[src/rtl/cpu3_pkg.sv]
// Shared types and helpers for the cpu3 multicycle accumulator processor.
package cpu3_pkg;

  typedef enum logic [2:0] {
    OP_LOAD  = 3'd0,
    OP_STORE = 3'd1,
    OP_ADD   = 3'd2,
    OP_SUB   = 3'd3,
    OP_ADDI  = 3'd4,
    OP_BNZ   = 3'd5,
    OP_JMP   = 3'd6,
    OP_HALT  = 3'd7
  } opcode_t;

  typedef enum logic [1:0] {
    FETCH = 2'd0,
    EXEC  = 2'd1,
    WB    = 2'd2,
    HALT  = 2'd3
  } state_t;

  // First I/O address: the top N_IO words of the operand space are channels.
  function automatic int io_base(input int aw, input int n_io);
    return (2 ** aw) - n_io;
  endfunction

endpackage

[src/rtl/cpu3_io.sv]
// Memory-mapped I/O bank: N_IO latched output registers and an input read mux.
module cpu3_io #(
  parameter int WORD_W = 8,
  parameter int N_IO   = 2,
  parameter int SW     = (N_IO > 1) ? $clog2(N_IO) : 1
) (
  input  logic                   clock,
  input  logic                   reset,
  input  logic                   we,
  input  logic [SW-1:0]          sel,
  input  logic [WORD_W-1:0]      wdata,
  input  logic [N_IO*WORD_W-1:0] in_ports,
  output logic [WORD_W-1:0]      rdata,
  output logic [N_IO*WORD_W-1:0] out_ports
);

  logic [WORD_W-1:0] out_q [N_IO];

  for (genvar i = 0; i < N_IO; i++) begin : g_ch
    // Output latch for channel i; written only when selected by a STORE.
    always_ff @(posedge clock) begin
      if (reset)
        out_q[i] <= '0;
      else if (we && int'(sel) == i)
        out_q[i] <= wdata;
    end
    assign out_ports[i*WORD_W +: WORD_W] = out_q[i];
  end

  // Input channel select; an unused select code reads as zero.
  always_comb begin
    rdata = '0;
    for (int i = 0; i < N_IO; i++)
      if (int'(sel) == i) rdata = in_ports[i*WORD_W +: WORD_W];
  end

endmodule

[src/rtl/cpu3_mmio.sv]
// Multicycle accumulator CPU: FETCH/EXEC/WB FSM, inline ROM/RAM, MMIO bank.
module cpu3_mmio
  import cpu3_pkg::*;
#(
  parameter int    WORD_W    = 8,
  parameter int    OP_W      = 3,
  parameter int    N_IO      = 2,
  parameter string IMEM_FILE = "prog.hex"
) (
  input  logic                      clock,
  input  logic                      reset,
  input  logic                      run,
  input  logic                      step,
  input  logic [N_IO*WORD_W-1:0]    in_ports,
  output logic [N_IO*WORD_W-1:0]    out_ports,
  output logic [WORD_W-OP_W-1:0]    pc,
  output logic [WORD_W-1:0]         acc,
  output logic                      z_flag,
  output logic                      halted
);

  localparam int AW      = WORD_W - OP_W;
  localparam int DEPTH   = 2 ** AW;
  localparam int IO_BASE = io_base(AW, N_IO);
  localparam int SW      = (N_IO > 1) ? $clog2(N_IO) : 1;

  logic [WORD_W-1:0] imem [DEPTH];
  logic [WORD_W-1:0] dmem [DEPTH];

  state_t            state;
  logic [WORD_W-1:0] ir;
  logic [WORD_W-1:0] ram_q, io_q, io_rdata;
  logic              src_io;
  logic [WORD_W-1:0] opnd_val, wb_val, addi_val;
  opcode_t           op;
  logic [AW-1:0]     opnd;
  logic              is_io, io_we;
  logic [SW-1:0]     io_sel;

  assign op     = opcode_t'(ir[WORD_W-1 -: OP_W]);
  assign opnd   = ir[AW-1:0];
  assign is_io  = opnd >= AW'(IO_BASE);
  assign io_sel = SW'(opnd - AW'(IO_BASE));
  assign io_we  = (state == EXEC) && (op == OP_STORE) && is_io && !reset;

  cpu3_io #(.WORD_W(WORD_W), .N_IO(N_IO), .SW(SW)) u_io (
    .clock    (clock),
    .reset    (reset),
    .we       (io_we),
    .sel      (io_sel),
    .wdata    (acc),
    .in_ports (in_ports),
    .rdata    (io_rdata),
    .out_ports(out_ports)
  );

  // Data RAM: STORE writes, LOAD/ADD/SUB read, both in EXEC; never reset.
  always_ff @(posedge clock) begin
    if (state == EXEC && !is_io) begin
      if (op == OP_STORE && !reset) dmem[opnd] <= acc;
      ram_q <= dmem[opnd];
    end
  end

  // Writeback value and immediate add result.
  always_comb begin
    opnd_val = src_io ? io_q : ram_q;
    addi_val = acc + WORD_W'(opnd);
    case (op)
      OP_ADD:  wb_val = acc + opnd_val;
      OP_SUB:  wb_val = acc - opnd_val;
      default: wb_val = opnd_val;
    endcase
  end

  // Control FSM; branches in EXEC overwrite the pc increment from FETCH.
  always_ff @(posedge clock) begin
    if (reset) begin
      state  <= FETCH;
      pc     <= '0;
      acc    <= '0;
      z_flag <= 1'b1;
      ir     <= '0;
      halted <= 1'b0;
      io_q   <= '0;
      src_io <= 1'b0;
    end else begin
      case (state)
        FETCH: if (run || step) begin
          ir    <= imem[pc];
          pc    <= pc + AW'(1);
          state <= EXEC;
        end
        EXEC: case (op)
          OP_LOAD, OP_ADD, OP_SUB: begin
            io_q   <= io_rdata;
            src_io <= is_io;
            state  <= WB;
          end
          OP_ADDI: begin
            acc    <= addi_val;
            z_flag <= (addi_val == '0);
            state  <= FETCH;
          end
          OP_BNZ: begin
            if (!z_flag) pc <= opnd;
            state <= FETCH;
          end
          OP_JMP: begin
            pc    <= opnd;
            state <= FETCH;
          end
          OP_HALT: begin
            halted <= 1'b1;
            state  <= HALT;
          end
          default: state <= FETCH;
        endcase
        WB: begin
          acc    <= wb_val;
          z_flag <= (wb_val == '0);
          state  <= FETCH;
        end
        default: state <= HALT;
      endcase
    end
  end

endmodule

[config.mk]
export PLATFORM = sky130hd
export DESIGN_NAME = cpu3_mmio
export DESIGN_NICKNAME = d
export VERILOG_FILES = /design/src/rtl/cpu3_pkg.sv /design/src/rtl/cpu3_io.sv /design/src/rtl/cpu3_mmio.sv
export SDC_FILE = /design/constraint.sdc
export NUM_CORES = 1
export LEC_CHECK = 0
export CAP_MARGIN = 5
export CORE_MARGIN = 4
export CORE_UTILIZATION = 34
export DETAILED_ROUTE_END_ITERATION = 6
export PLACE_DENSITY_LB_ADDON = 0.2
export SLEW_MARGIN = 20
export SYNTH_ARGS = -nofsm -noshare
export SYNTH_HDL_FRONTEND = slang
export SYNTH_SLANG_ARGS = --single-unit
[constraint.sdc]
create_clock -name clock -period 2.6 [get_ports clock]
set_clock_uncertainty 0.05 [all_clocks]
set_input_delay 0.52 -clock clock [delete_from_list [all_inputs] [get_ports clock]]
set_output_delay 0.52 -clock clock [all_outputs]
set_load 0.01 [all_outputs]
=== After elaboration in Yosys (flattened, before gate mapping) ===
Memories as Yosys holds them, arrays and structs flattened. A register that Yosys moved wholly into a read port is not among the register bits.
Index checks and enable logic that the tools add are counted.

* $add $sub $neg: 5
* Magnitude comparators: 1
* Eq/ne operators: 13
* Muxes and demuxes: 27
* Bitwise logic cells: 3
* Reduce and logical (&&, ||, !) cells: 22

{| class="wikitable"
|+ Operator list
! operator !! number
|-
| $mux W8 || 5
|-
| $pmux W8 S2 || 2
|-
| $pmux W5 S2 || 2
|-
| $logic_not A8 Y1 || 2
|-
| $eq A3 B3 Y1 const B || 4
|-
| $mux W1 || 12
|-
| $mux W5 || 2
|-
| $add A8 B5 Y8 || 1
|-
| $add A8 B8 Y8 || 1
|-
| $reduce_and A2 Y1 || 4
|-
| $sub A8 B8 Y8 || 1
|-
| $logic_and A1 B1 Y1 || 7
|-
| $eq A3 B2 Y1 const B || 2
|-
| $pmux W2 S3 || 1
|-
| $add A5 B1 Y5 const B || 1
|-
| $ge A5 B5 Y1 const B || 1
|-
| $pmux W2 S2 || 1
|-
| $reduce_and A4 Y1 || 1
|-
| $reduce_bool A2 Y1 || 2
|-
| $eq A3 B1 Y1 const B || 1
|-
| $logic_not A3 Y1 || 1
|-
| $ne A3 B1 Y1 const B || 1
|-
| $ne A3 B3 Y1 const B || 1
|-
| $reduce_or A3 Y1 || 1
|-
| 12 further kinds || 14
|}

* Bits in registers: 34
* Bits in writable memories: 272
* Input bits: 20
* Output and inout port bits: 31
* Logic and storage cells: 81
* Memories kept: 2

{| class="wikitable"
|+ Memory list
! name !! depth !! width !! read ports !! clocked after Yosys merged registers in !! wr ports !! RTL line !! RTL
|-
| dmem || 32 || 8 || 1 || 1 || 1 || cpu3_mmio.sv:28 || <nowiki>logic [WORD_W-1:0] dmem [DEPTH];</nowiki>
|-
| u_io.out_q || 2 || 8 || 2 || 0 || 2 || cpu3_io.sv:17 || <nowiki>logic [WORD_W-1:0] out_q [N_IO];</nowiki>
|}

=== Longest topological paths before layout ===
Gate-level depths: netlist (run 1).

* Depth after elaboration: 9
* Gate-level depth with buffers: 5
* Mapped depth without buffers: 5

=== Hierarchy ===
From an unflattened synthesis (run 1), not the netlist that was laid out.

* Cell total of the unflattened synthesis: 157
* Area, all modules: 1751.7 um^2

{| class="wikitable"
|+ By module, submodules not included
! module !! times used !! cells an instance !! area an instance (um^2) !! sequential area each (um^2)
|-
| cpu3_mmio || 1 || 103 || 1018.5 || 480.5
|-
| cpu3_io || 1 || 54 || 733.2 || 480.5
|}

=== Worst setup path after synthesis (run 1) ===
No wires, ideal clock.

* Path kind: reg-to-reg
* From: register state[0]
* To: register pc[1]
* Setup time: 0.070 ns
* Data arrival time: 1.424 ns
* Required time: 2.480 ns
* Path slack: 1.056 ns
* Stages on the path, launching flop included: 6
* Buffers on the path: 0
* Clock period less this slack: 1.544 ns
* Cells stage by stage: dfxtp_1 inv_1 ha_1 nor3b_4 or4b_1 a21oi_1

* Cells in the longest elaborated chain, start to end: 3
* Elaborated cells between the ends (all ways): 8
* Those cells by class: eq/ne (4); mux (1); reduce/logical (3)

{| class="wikitable"
|+ RTL lines
! item !! RTL line !! RTL
|-
| start: declaration || cpu3_mmio.sv:30 || <nowiki>state_t state;</nowiki>
|-
| start signal: assignment || cpu3_mmio.sv:79 || <nowiki>state <= FETCH;</nowiki>
|-
| start signal: assignment || cpu3_mmio.sv:92 || <nowiki>state <= EXEC;</nowiki>
|-
| start signal: assignment || cpu3_mmio.sv:98 || <nowiki>state <= WB;</nowiki>
|-
| $eq A2 B1 Y1 / $logic_not A2 Y1 (equally long branches) || cpu3_mmio.sv:88 || <nowiki>case (state)</nowiki>
|-
| $ne A3 B1 Y1 (no line) (tied with other cells) || n/a ||
|-
| $reduce_and A4 Y1 (no line) || n/a ||
|-
| end signal: assignment || cpu3_mmio.sv:91 || <nowiki>pc <= pc + AW'(1);</nowiki>
|-
| end signal: assignment || cpu3_mmio.sv:106 || <nowiki>if (!z_flag) pc <= opnd;</nowiki>
|-
| end signal: assignment || cpu3_mmio.sv:110 || <nowiki>pc <= opnd;</nowiki>
|-
| end: declaration || cpu3_mmio.sv:16 || <nowiki>output logic [WORD_W-OP_W-1:0] pc,</nowiki>
|}

Several ways; a longest one is shown, not always the timed one.
A chain may end at the register's enable or synchronous reset.

=== Final worst setup path (run 1) ===
* From: register pc[2]
* To: output port pc[2]

No word-level cell between the ends.

==> impl_metrics.toml, run 1 <==
[placement]
dpl.hpwl_um = 798
dp.cells = 101
numPortBuffers = 8
gp_congestion = 0.763
placed_cell_area_um2 = 613

[global_routing]
grt_pass1_wl_um = 1390
grt_max_degree = 11
overflow = 0
grt_pass1_vias = 322
grt_usage_pct = 7.71
antenna_found_initial = 0

[critical_path]
arrival_ns = 1.25
worst-path-buf-inv = 1
cpPeakStageDelay_ns = 0.57
cp_num_cells = 1
reg2regPathDepth = 5
critPathMaxFanout = 7
r2r_end = "pc[1]$_SDFFE_PP0P_"
cp-endpoint = "pc[2]"
cp_slowest_cell = "clkdlybuf4s50_1"
cp_cell_sequence = "clkdlybuf4s50_1"
crit_path_end_kind = "primary output"
startpoint = "pc[2]$_SDFFE_PP0P_"
r2r_start = "state[0]$_SDFFE_PP0P_"
path_class = "reg2out"
path_delay_family = "buffers and inverters"
regToRegSetupSlack_ns = 0.94
start_kind = "flip-flop"
cp.required_ns = 2.03

[floorplan]
die_area_um2 = 2540
row_count = 15
core_area_um2 = 1710
ioPinCount = 51
floorplan.initialDensity_pct = 35.8
die_x_um = 50.4
die_y_um = 50.4

[timing]
timing.fmax_ghz = 0.549
timing.hold.ws_ns = 0.420
tns_ns = 0
rsz0062_at_grt = "no"
drv_slew = 0
finalCriticalPeriod_ns = 1.82
setup_viol = 0
post-route-period-util_pct = 70.0
final-hold-violation-count = 0

[power_and_ir_drop]
total_power_uw = 418
p_leak_uw = 0.000277
pwr-share-comb_pct = 41.8
p_per_area_nw_per_um2 = 654
irDropWorstVdd_mv = 0.209
power.switching_uw = 159
pwr-share-seq_pct = 34.2
pwr-share-clk_pct = 24.0
p_sw_share_pct = 38.0
internal_power_uw = 259

[synth]
ys_types = 22
yosysSeqAreaShare_pct = 23.0
synth_area_um2 = 611
synth_cells = 71
postSynthRegisterBits = 7
synthFlopType = "dfxtp_1"
synthArstFlopShare_pct = 0
syn_avg_cell_area_um2 = 8.60
synth_warnings = 0
yosysTopAreaCell = "buf_4"
synth_top_area_share_pct = 32.0
synthTopCellsByCount = "26 x buf_4, 7 x dfxtp_1, 5 x ha_1"
synth-edff-count = 0
synth_area_leaders = "buf_4 32%, dfxtp_1 23%, ha_1 10%"
synth_most_common_cell = "buf_4"

[cts]
clkSinkCount = 7
root_buffer = "clkbuf_4"
path_clk_slew_ns = 0.05
htreeDepth = 1
hold_buffers = 0
cts_tree = "built"
cts_buffers = 3
post_cts_resized = 0
postCtsSetupBuffers = 0
clk_latency_ns = 0.25
cts.path.max_buffers = 2

[final_layout]
stdcell_area_um2 = 639
antennaDiodeCount = 0
drive_gt1_share_pct = 7.50
fillers = 177
fin_cells = 105
area_growth_pct = 4.71
fin_nets = 106

[routing]
num_vias = 446
initialDrtViolationCount = 4
via_per_inst = 4.25
dr.pass1.iters = 4
totalWireLength_um = 1020
antenna_left = 0
drc = 0
post_drt_wl_per_cell_um = 9.69

[outcome]
outcome = "finished clean"

[flow_run]
drv_cap = 0

[min_path]
hp-class = "reg2reg"
-- layout make-up --
type	instances	area, um2	share of cell area, %
well taps	25	31.3	4.89
repair buffers	8	80.1	12.5
clock buffers	4	26.3	4.11
flip-flops and latches	7	140	21.9
multi-input cells	58	350	54.8
inverters	3	11.3	1.76
-- registers in the layout, indices dropped and copies added, names as in the netlist --
name   count
state      2
pc         5
-- through the flow --
stage	utilization [%]	setup WS (ns)
after detailed placement	35.9	0.686
final	37.4	0.780
after global placement	35.9	0.695
after CTS	37.4	0.768
after floorplan	-	1.06
after global routing	37.4	0.706
-- per-layer routing --
layer / share of wire, % / up-vias / GRT usage (%) / wire, um
li1: - / 218 / - / -
met1: 39 / 212 / 7.69 / 394
met2: 52 / 14 / 11.3 / 530
met3: 8.0 / 2 / 3.56 / 81
met4: 0.98 / 0 / 8.07 / 10
met5: 0 / - / 0 / 0
-- power groups by stage --
stage               registers, uW  logic [uW]  clock network, uW
CTS                           143         174                105
finish                        143         175                100
global placement              144         171                  0
global route                  146         192                112
detailed placement            146         173                  0
floorplan                     145         154                  0
-- cell usage in the layout (no fill, tap or decap), types with 3 or more instances in the layout --
cell	count
ha_1	5
o21ai_0	3
clkbuf_4	3
a31oi_1	3
dfxtp_1	7
clkdlybuf4s50_1	8
inv_1	3
nor3_1	3
conb_1	26
-- how the worst min path moves through the flow --
stage	startpoint	to	slack [ns]	depth (start not counted)
finish	pc[4]$_SDFFE_PP0P_	pc[4]$_SDFFE_PP0P_	0.42	1
global route	pc[4]$_SDFFE_PP0P_	pc[4]$_SDFFE_PP0P_	0.45	1
CTS	pc[4]$_SDFFE_PP0P_	pc[4]$_SDFFE_PP0P_	0.43	1
detailed placement	pc[4]$_SDFFE_PP0P_	pc[4]$_SDFFE_PP0P_	0.42	1
global placement	pc[4]$_SDFFE_PP0P_	pc[4]$_SDFFE_PP0P_	0.43	1
floorplan	state[0]$_SDFFE_PP0P_	state[0]$_SDFFE_PP0P_	0.45	2
-- cells by family (layout without fill, tap and decap cells) --
| family | after synthesis | count (layout) | synth area share [%] |
|---|---|---|---|
| other | 2 | 26 | 1.23 |
| AO/OA/AOI/OAI | 15 | 15 | 17.2 |
| AND/OR/NAND/NOR | 12 | 12 | 13.9 |
| buffers and inverters | 30 | 15 | 34.4 |
| adder cells (fa/ha/maj) | 5 | 5 | 10.2 |
| flip-flops | 7 | 7 | 23.0 |
Power figures use the tool's default switching activity.
==> run 2, diff against run 1 <==
--- a/config.mk
+++ b/config.mk
@@ -7,7 +7,7 @@
 export LEC_CHECK = 0
 export CAP_MARGIN = 5
 export CORE_MARGIN = 4
-export CORE_UTILIZATION = 34
+export CORE_UTILIZATION = 31
 export DETAILED_ROUTE_END_ITERATION = 6
 export PLACE_DENSITY_LB_ADDON = 0.2
 export SLEW_MARGIN = 20
==> constraint.sdc (replaced) <==
create_clock -name clock -period 1.78 [get_ports clock]
set_clock_uncertainty 0.05 [all_clocks]
set_input_delay 0.356 -clock clock [delete_from_list [all_inputs] [get_ports clock]]
set_output_delay 0.356 -clock clock [all_outputs]
set_load 0.01 [all_outputs]
==> impl_metrics.toml, run 2 (same netlist as run 1, synthesis figures left out) <==
[timing]
post-route-period-util_pct = 93.3
setup_viol = 0
final-hold-violation-count = 0
rsz0062_at_grt = "no"
timing.fmax_ghz = 0.602
tns_ns = 0
finalCriticalPeriod_ns = 1.66
drv_slew = 0

[cts]
cts.path.max_buffers = 2
clk_latency_ns = 0.25
clkSinkCount = 7
cts_buffers = 3
post_cts_resized = 0
root_buffer = "clkbuf_4"
cts_tree = "built"
path_clk_slew_ns = 0.05
postCtsSetupBuffers = 0
htreeDepth = 1
hold_buffers = 0

[floorplan]
die_x_um = 52.4
core_area_um2 = 1800
ioPinCount = 51
die_y_um = 52.4
die_area_um2 = 2740
row_count = 15
floorplan.initialDensity_pct = 33.9

[critical_path]
arrival_ns = 1.25
crit_path_end_kind = "primary output"
cp_cell_sequence = "clkdlybuf4s50_1"
startpoint = "pc[2]$_SDFFE_PP0P_"
cp.required_ns = 1.37
path_class = "reg2out"
start_kind = "flip-flop"
worst-path-buf-inv = 1
cp_slowest_cell = "clkdlybuf4s50_1"
path_delay_family = "buffers and inverters"
r2r_start = "state[0]$_SDFFE_PP0P_"
cpPeakStageDelay_ns = 0.57
critPathMaxFanout = 7

[routing]
via_per_inst = 4.17
post_drt_wl_per_cell_um = 9.27
dr.pass1.iters = 4
antenna_left = 0
totalWireLength_um = 992
drc = 0
num_vias = 446
initialDrtViolationCount = 8

[final_layout]
finish.utilization_pct = 36.3
fillers = 200
fin_cells = 107
final_common_cell = "conb_1"
largest_register_ffs = 5
drive_gt1_share_pct = 9.76
fin_nets = 108
area_growth_pct = 7.17
multi_input_area_um2 = 350
regMostFlops = "pc"
antennaDiodeCount = 0
seq_area_um2 = 140
layout_common_cells = "26 x conb_1, 8 x clkdlybuf4s50_1, 7 x dfxtp_1, 5 x ha_1"
largest_registers = "pc (5), state (2)"

[global_routing]
grt_pass1_wl_um = 1610
use_met1_pct = 9.39
antenna_found_initial = 0
overflow = 0
grt_use_met3_pct = 5.13
grt_pass1_vias = 368
met2_usage_pct = 12.2
grt_max_degree = 11
top_usage_layer = "met2"
grt_usage_pct = 8.13

[power_and_ir_drop]
pwr-share-seq_pct = 33.3
pwr-share-clk_pct = 23.5
p_per_area_nw_per_um2 = 955
p_leak_uw = 0.000287
internal_power_uw = 393
pwr-share-comb_pct = 43.2
irDropWorstVdd_mv = 0.614
p_sw_share_pct = 37.1
total_power_uw = 625
power.switching_uw = 232

[flow_run]
drv_cap = 0

[placement]
dpl.hpwl_um = 821
gp_congestion = 0.746
numPortBuffers = 8
dp.cells = 103

[min_path]
hp-start = "pc[4]$_SDFFE_PP0P_"
hp-class = "reg2reg"

[outcome]
outcome = "finished clean"
run 2: cell types whose count changed in the layout (fill, tap and decap cells not counted), sizes merged:
cell / before / now
buf: 0 / 2
run 2: per-stage QoR:
stage / hold slack [ns] / instance area [um2] / worst slack, ns
2_1_floorplan: 0.445 / 701 / 0.236
3_3_place_gp: 0.422 / 628 / 0.0549
3_5_place_dp: 0.427 / 628 / 0.0483
4_1_cts: 0.435 / 654 / 0.106
5_1_grt: 0.455 / 654 / 0.0297
6_report: 0.421 / 654 / 0.120
run 2: layout make-up:
class,instances,area share (%)
inverters,3,1.72
repair buffers,10,14.5
flip-flops and latches,7,21.4
clock buffers,4,4.02
multi-input cells,58,53.5
well taps,25,4.78
run 2: worst paths after layout:
path / cells after the start / to / slack (ns)
hold / removal: 1 / pc[4]$_SDFFE_PP0P_ / 0.42
setup reg to reg: 5 / pc[1]$_SDFFE_PP0P_ / 0.16
setup / recovery: 1 / pc[2] / 0.12
hold reg to reg: 1 / pc[4]$_SDFFE_PP0P_ / 0.42
run 2: power groups by stage:
| stage | Combinational (uW) | Sequential, uW | Clock (uW) |
|---|---|---|---|
| 3_5_place_dp | 267 | 212 | 0 |
| 4_1_cts | 269 | 208 | 156 |
| 6_report | 270 | 208 | 147 |
| 2_1_floorplan | 225 | 212 | 0 |
| 3_3_place_gp | 269 | 211 | 0 |
| 5_1_grt | 315 | 212 | 163 |
run 2: routing by layer:
metal / vias to the layer above / share of wire [%]
met2: 24 / 45
met5: - / 0
met4: 0 / 0
met3: 0 / 14
li1: 217 / -
met1: 205 / 41
